## src/rtl/serial_adder.sv

```systemverilog
// Bit-serial LSB-first adder behind valid/ready load and result ports.
// Define SERIAL_ADDER_OVF_EN to add the registered signed-overflow output ovf.
module serial_adder #(
  parameter int WIDTH = 8
) (
  input  logic             clk,
  input  logic             rst,
  input  logic             start_valid,
  output logic             start_ready,
  input  logic [WIDTH-1:0] a_in,
  input  logic [WIDTH-1:0] b_in,
  input  logic             cin,
  output logic             result_valid,
  input  logic             result_ready,
  output logic [WIDTH-1:0] sum_out,
  output logic             cout,
`ifdef SERIAL_ADDER_OVF_EN
  output logic             ovf,
`endif
  output logic             busy
);

  localparam int CW = $clog2(WIDTH + 1);
  localparam logic [CW-1:0] LAST = CW'(WIDTH - 1);

  typedef enum logic [1:0] {
    IDLE = 2'd0,
    RUN  = 2'd1,
    DONE = 2'd2
  } state_t;

  state_t           state_q, state_d;
  logic [CW-1:0]    cnt_q, cnt_d;
  logic [WIDTH-1:0] a_q, a_d;
  logic [WIDTH-1:0] b_q, b_d;
  logic [WIDTH-1:0] sum_q, sum_d;
  logic             c_q, c_d;
  logic             cout_q, cout_d;
  logic             rdy_q;
  logic             h, s, cn;
`ifdef SERIAL_ADDER_OVF_EN
  logic             ovf_q, ovf_d;
`endif

  always_comb begin
    state_d = state_q;
    cnt_d   = cnt_q;
    a_d     = a_q;
    b_d     = b_q;
    c_d     = c_q;
    sum_d   = sum_q;
    cout_d  = cout_q;
`ifdef SERIAL_ADDER_OVF_EN
    ovf_d   = ovf_q;
`endif
    // two half-adder stages plus the carry register
    h  = a_q[0] ^ b_q[0];
    s  = h ^ c_q;
    cn = (a_q[0] & b_q[0]) | (h & c_q);
    unique case (state_q)
      IDLE: begin
        if (start_valid) begin
          a_d     = a_in;
          b_d     = b_in;
          c_d     = cin;
          cnt_d   = '0;
          state_d = RUN;
        end
      end
      RUN: begin
        a_d   = a_q >> 1;
        b_d   = b_q >> 1;
        c_d   = cn;
        sum_d = (sum_q >> 1) | (WIDTH'(s) << (WIDTH - 1));
        if (cnt_q == LAST) begin
          state_d = DONE;
          cout_d  = cn;
`ifdef SERIAL_ADDER_OVF_EN
          ovf_d   = c_q ^ cn;
`endif
        end else begin
          cnt_d = cnt_q + 1'b1;
        end
      end
      DONE: begin
        if (result_ready) state_d = IDLE;
      end
      default: state_d = IDLE;
    endcase
  end

  always_ff @(posedge clk) begin
    if (rst) begin
      state_q <= IDLE;
      cnt_q   <= '0;
      a_q     <= '0;
      b_q     <= '0;
      c_q     <= 1'b0;
      sum_q   <= '0;
      cout_q  <= 1'b0;
      rdy_q   <= 1'b0;
`ifdef SERIAL_ADDER_OVF_EN
      ovf_q   <= 1'b0;
`endif
    end else begin
      state_q <= state_d;
      cnt_q   <= cnt_d;
      a_q     <= a_d;
      b_q     <= b_d;
      c_q     <= c_d;
      sum_q   <= sum_d;
      cout_q  <= cout_d;
      rdy_q   <= (state_d == IDLE);
`ifdef SERIAL_ADDER_OVF_EN
      ovf_q   <= ovf_d;
`endif
    end
  end

  assign start_ready  = rdy_q;
  assign result_valid = (state_q == DONE);
  assign busy         = (state_q == RUN);
  assign sum_out      = sum_q;
  assign cout         = cout_q;
`ifdef SERIAL_ADDER_OVF_EN
  assign ovf          = ovf_q;
`endif

endmodule

```

## config.mk

```make
export PLATFORM = sky130hd
export DESIGN_NAME = serial_adder
export DESIGN_NICKNAME = d
export VERILOG_FILES = /design/src/rtl/serial_adder.sv
export SDC_FILE = /design/constraint.sdc
export NUM_CORES = 1
export LEC_CHECK = 0
export CAP_MARGIN = 20
export CELL_PAD_IN_SITES_DETAIL_PLACEMENT = 0
export CELL_PAD_IN_SITES_GLOBAL_PLACEMENT = 1
export CORE_MARGIN = 1
export CORE_UTILIZATION = 40
export DETAILED_ROUTE_END_ITERATION = 6
export GPL_TIMING_DRIVEN = 0
export PLACE_DENSITY_LB_ADDON = 0.15
export SLEW_MARGIN = 10
export SYNTH_ARGS = -nofsm -noshare
export SYNTH_HDL_FRONTEND = slang
export SYNTH_SLANG_ARGS = --single-unit
```

## constraint.sdc

```tcl
create_clock -name clk -period 2 [get_ports clk]
set_input_delay 0.6 -clock clk [delete_from_list [all_inputs] [get_ports clk]]
set_output_delay 0.6 -clock clk [all_outputs]
set_load 0.02 [all_outputs]
```

# --- Word-level counts from Yosys, hierarchy flattened ---
# Index checks and enable logic that the tools add are counted.
op_classes:
  add_sub_neg: 1
  n_mul: 0
  n_div: 0
  order_cmp: 0
  eq_ne: 5
  shift: 0
  mux: 13
  bitwise: 6
  n_reduce_logical: 6
op_table:
  columns: ["op", "n"]
  rows:
  - ["8-bit one-hot mux with 2 select lines", 2]
  - ["8-bit two-way mux", 2]
  - ["4-bit two-way mux", 2]
  - ["7-bit by 8-bit OR with 8-bit output", 1]
  - ["4-bit one-hot mux with 2 select lines", 1]
  - ["2-bit two-way mux", 3]
  - ["2-bit one-hot mux with 3 select lines", 1]
  - ["4-bit by 1-bit adder with 4-bit output, second input constant", 1]
  - ["4-bit by 3-bit == test with 1-bit output, second input constant", 1]
  - ["2-bit zero test", 2]
  - ["2-bit != test, second input constant", 2]
  - ["2-bit AND reduction", 2]
  - ["3-bit AND reduction", 1]
  - ["1-bit AND", 2]
  - ["2-bit by 1-bit == test with 1-bit output, second input constant", 1]
  - ["2-bit == test, second input constant", 1]
  - ["1-bit one-hot mux with 2 select lines", 1]
  - ["2-bit nonzero test", 1]
  - ["1-bit bitwise XOR", 2]
  - ["1-bit two-way mux", 1]
  - ["1-bit OR", 1]
totals:
  reg_bits: 33
  latchBits: 0
  mem_bits_rw: 0
  romBits: 0
  mem_count: 0

# --- Longest topological paths before layout ---
logic_depth:
  ltp_word: 4
  mapped_depth: 6
  mapped_depth_nobuf: 4

# --- Worst setup path after synthesis ---
# No wires, ideal clock.
synth_path:
  path_type: "register -> output"
  startpoint: "register state_q[1]"
  endpoint: "output port busy"
  t_arrival_ns: 0.868
  path_slack_ns: 0.532
  stages_incl_launch_ff: 5
  path_cell_list: "dfxtp_1 nand2b_1 buf_6 clkinv_4 buf_4"
synth_via:
  elab_chain_cells: 1
synth_rtl:
  columns: ["item", "line_no", "text"]
  rows:
  - ["start, declared", "32", "state_t state_q, state_d;"]
  - ["start signal, assigned", "106", "state_q <= state_d;"]
  - ["2-bit by 1-bit == test with 1-bit output", "122", "assign busy = (state_q == RUN);"]
  - ["end, declared", "20", "output logic busy"]
# No other way between the ends.

# --- Worst setup path in the final report ---
# Same ends and word-level chain as after synthesis.

==> load_flow_metrics.sql <==
INSERT INTO impl_metrics (metric_group, metric, value, unit) VALUES
('finish', 'postLayoutCellArea', '0.002022', 'sq mm'),
('worst_setup_path', 'critical-path-top-cell-by-count', 'sky130_fd_sc_hd__buf_6', ''),
('drt', 'routed_wire_length_per_instance', '13.16', 'um'),
('synthesis', 'synthesis.yosys.warnings', '0', ''),
('finish', 'area_added_between_synthesis_and_finish', '32.68', '%'),
('min_path', 'hold_path_depth', '2', ''),
('global_route', 'globalRoute.busiestLayer', 'met2', ''),
('sta', 'maxSlewHeadroom', '0.5185', ''),
('floorplanning', 'fp-row-count', '22', ''),
('clocking', 'cts_num_sinks', '33', ''),
('synthesis', 'postSynthNetCount', '191', ''),
('synthesis', 'synthesis.instances', '168', ''),
('worst_setup_path', 'worst_ep_arrival_time', '1.33', 'ns'),
('sta', 'final_period_minus_worst_setup_slack', '1.932', 'ns'),
('sta', 'rsz0062_at_grt', 'no', ''),
('min_path', 'hold_path_end', 'sum_out[0]', ''),
('synthesis', 'synth_seq_area_share', '0.4335', ''),
('worst_setup_path', 'cp-end-kind', 'output port', ''),
('synthesis', 'mappedNetlistArea', '0.001524', 'sq mm'),
('place', 'place.detailed.hpwl', '2417', 'um'),
('synthesis', 'yosys_register_bits', '33', ''),
('drt', 'wirelength', '3357', 'um'),
('worst_setup_path', 'crit-reg2reg-launch', 'cnt_q[0]', ''),
('global_route', 'grt.met2_usage', '0.3178', ''),
('place', 'placed_area', '0.001894', 'sq mm'),
('drt', 'iteration_0_drc_count_of_the_detailed_router', '54', ''),
('worst_setup_path', 'startpoint_type', 'flop', ''),
('synthesis', 'ys.flop_type', 'sky130_fd_sc_hd__dfxtp_1', ''),
('finish', 'fin_nets', '229', ''),
('drt', 'via_count', '1313', ''),
('global_route', 'global_route.usage.total', '0.1818', ''),
('min_path', 'hold_path_class', 'reg -> reg', ''),
('global_route', 'antenna_found_initial', '0', ''),
('clocking', 'cts_hold_repair.buffers', '0', ''),
('worst_setup_path', 'timing_worst_setup_path_type', 'reg -> out', ''),
('clocking', 'reg_clk_slew_reported_paths', '0.07', 'ns'),
('clocking', 'htree_levels', '2', ''),
('finish', 'num-fill-cells', '342', ''),
('worst_setup_path', 'critPathTopFamily', 'buffers and inverters', ''),
('worst_setup_path', 'cpPeakStageDelay', '0.37', 'ns'),
('finish', 'diodes', '0', ''),
('worst_setup_path', 'r2r_cells', '4', ''),
('sta', 'largest_clock_skew_in_the_final_design', '0.007456', 'ns'),
('worst_setup_path', 'crit_chain', 'nand2b_1 -> buf_6 -> inv_8 -> buf_6 -> buf_4', ''),
('sta', 'setup-tns-final', '0', 'ns'),
('worst_setup_path', 'reg2reg_to', 'cnt_q[3]', ''),
('floorplanning', 'floorplan.io_pins', '33', ''),
('floorplanning', 'initial_core_util', '0.4163', ''),
('sta', 'timing.fmax', '517.7', 'MHz'),
('synthesis', 'number_of_enable_type_register_cells_in_the_synthesized_netlist', '0', ''),
('global_route', 'grt_use_met3', '0.05072', ''),
('power_and_ir_drop', 'worst_ir_drop_vdd', '0.5142', 'mV'),
('clocking', 'clock_tree.buffer_depth', '2', ''),
('run_status', 'run_status', 'finished, final reports clean', ''),
('sta', 'number_of_hold_violations_in_the_final_report', '0', ''),
('power_and_ir_drop', 'power_density', '791.9', 'mW/mm^2'),
('sta', 'period_share', '0.9659', ''),
('floorplanning', 'core-area', '0.003661', 'sq mm'),
('worst_setup_path', 'worstPathMaxFanout', '10', ''),
('clocking', 'worstSkewPairLatency', '0.29', 'ns'),
('floorplanning', 'die_width', '63.73', 'um'),
('power_and_ir_drop', 'p_leak', '0.7509', 'nW'),
('worst_setup_path', 'cpMaxStageDelayCell', 'sky130_fd_sc_hd__dfxtp_4', ''),
('synthesis', 'synth_cell_type_count', '32', ''),
('global_route', 'grt_pass1_wl', '5637', 'um'),
('min_path', 'min_from', 'sum_out[0]', ''),
('synthesis', 'synth-async-reset-ratio', '0', ''),
('global_route', 'grt.overflow.total', '0', ''),
('drt', 'drt-vias-per-instance', '5.149', ''),
('place', 'port_buffers', '31', ''),
('sta', 'drv_slew', '0', '');
layer usage:
layer  part of all wire  up-vias
met5                  0        -
met3              0.034        6
met2               0.50       26
met1               0.45      624
met4              0.015        0
li1                   -      657
area by class of cell:
cell class                 count  area [sq um]  area share
multi-input combinational    120         745.7      0.3688
sequential                    33         665.6      0.3292
timing repair buffer          31         306.5      0.1516
buffer                        13         108.9     0.05384
clock buffer                   6         82.58     0.04084
tap                           48         60.06     0.02970
clock inverter                 2         37.54     0.01856
inverter                       2         15.01    0.007426
worst max path at each step:
stage	start	end	slack, ns	cells past startpoint
final	state_q[1]	busy	0.07	5
after global routing	state_q[1]	busy	0.01	5
after CTS	state_q[1]	busy	0.03	5
after detailed placement	state_q[0]	busy	-0.18	5
after global placement	state_q[0]	busy	-0.14	5
after floorplan	state_q[1]	busy	0.53	4
cell families (layout without fill, tap and decap cells):
group | count (synthesis) | count (layout) | share of synthesized area
adder cells (fa/ha/maj) | 2 | 2 | 0.02135
flip-flops | 33 | 33 | 0.4335
AND/OR/NAND/NOR | 80 | 80 | 0.2373
buffers and inverters | 15 | 54 | 0.07717
multiplexers | 1 | 1 | 0.007389
AO/OA/AOI/OAI | 37 | 37 | 0.2233
per-stage QoR:
stage | hold WS (ns) | setup WS, ns | util | cells | total power, mW
2_1_floorplan | 0.4552 | 0.5323 | - | 168 | 0.8780
3_3_place_gp | 0.4415 | -0.1385 | 0.5174 | 247 | 0.9589
3_5_place_dp | 0.4485 | -0.1786 | 0.5174 | 247 | 0.9653
4_1_cts | 0.4582 | 0.02845 | 0.5516 | 255 | 1.617
5_1_grt | 0.4978 | 0.01120 | 0.5523 | 255 | 1.671
6_report | 0.4546 | 0.06820 | 0.5523 | 255 | 1.601
worst reg2reg max path: stages, from the launching register on:
cell	delay, ns
sky130_fd_sc_hd__dfxtp_1	0.34
sky130_fd_sc_hd__ha_1	0.26
sky130_fd_sc_hd__and4b_1	0.24
sky130_fd_sc_hd__nor3_1	0.22
sky130_fd_sc_hd__mux2_2	0.35
placed cells by master, fill, tap and decap left out, types with 2 or more instances in the layout:
cell and n:
sky130_fd_sc_hd__nor2_1 19, sky130_fd_sc_hd__nor3_1 3, sky130_fd_sc_hd__clkdlybuf4s50_1 29, sky130_fd_sc_hd__dfxtp_1 31, sky130_fd_sc_hd__a21oi_1 12, sky130_fd_sc_hd__clkbuf_8 6, sky130_fd_sc_hd__buf_6 5, sky130_fd_sc_hd__nand2_1 38
sky130_fd_sc_hd__nand2_2 8, sky130_fd_sc_hd__buf_4 4, sky130_fd_sc_hd__nand3_1 3, sky130_fd_sc_hd__a311oi_1 3, sky130_fd_sc_hd__clkbuf_1 4, sky130_fd_sc_hd__nor3b_1 2, sky130_fd_sc_hd__a311oi_2 12, sky130_fd_sc_hd__a22oi_1 3
sky130_fd_sc_hd__o21ai_0 3
registers in the layout, summed over array words and instances (netlist names):
register and count:
sum_out 8, start_ready 1, a_q 8, cnt_q 4, b_q 8, state_q 2
c_q 1, cout 1
synth_stat cells (2+ instances only):
master	n	area, sq um
sky130_fd_sc_hd__nand2_1	38	142.6
sky130_fd_sc_hd__dfxtp_1	33	660.6
sky130_fd_sc_hd__a21oi_1	12	60.06
sky130_fd_sc_hd__buf_4	4	30.03
sky130_fd_sc_hd__clkbuf_1	4	15.01
sky130_fd_sc_hd__buf_6	4	45.04
sky130_fd_sc_hd__nor2_1	19	71.32
sky130_fd_sc_hd__nor3_1	3	15.01
sky130_fd_sc_hd__o21ai_0	3	15.01
sky130_fd_sc_hd__nand2_2	8	50.05
sky130_fd_sc_hd__a311oi_1	3	26.28
sky130_fd_sc_hd__nand3_1	3	15.01
sky130_fd_sc_hd__nor3b_1	2	15.01
sky130_fd_sc_hd__a311oi_2	12	180.2
sky130_fd_sc_hd__a22oi_1	3	22.52
power breakdown:
group,switching [mW],total (mW),internal (mW)
clock network,0.247,0.652,0.405
registers,0.0257,0.718,0.692
logic,0.118,0.231,0.113
what timing repair did:
action,4_1_cts,5_1_grt
cloned,0,0
resized for setup,10,1
setup endpoints to repair,2,1
Note: power is estimated with default switching activity, not from simulation.
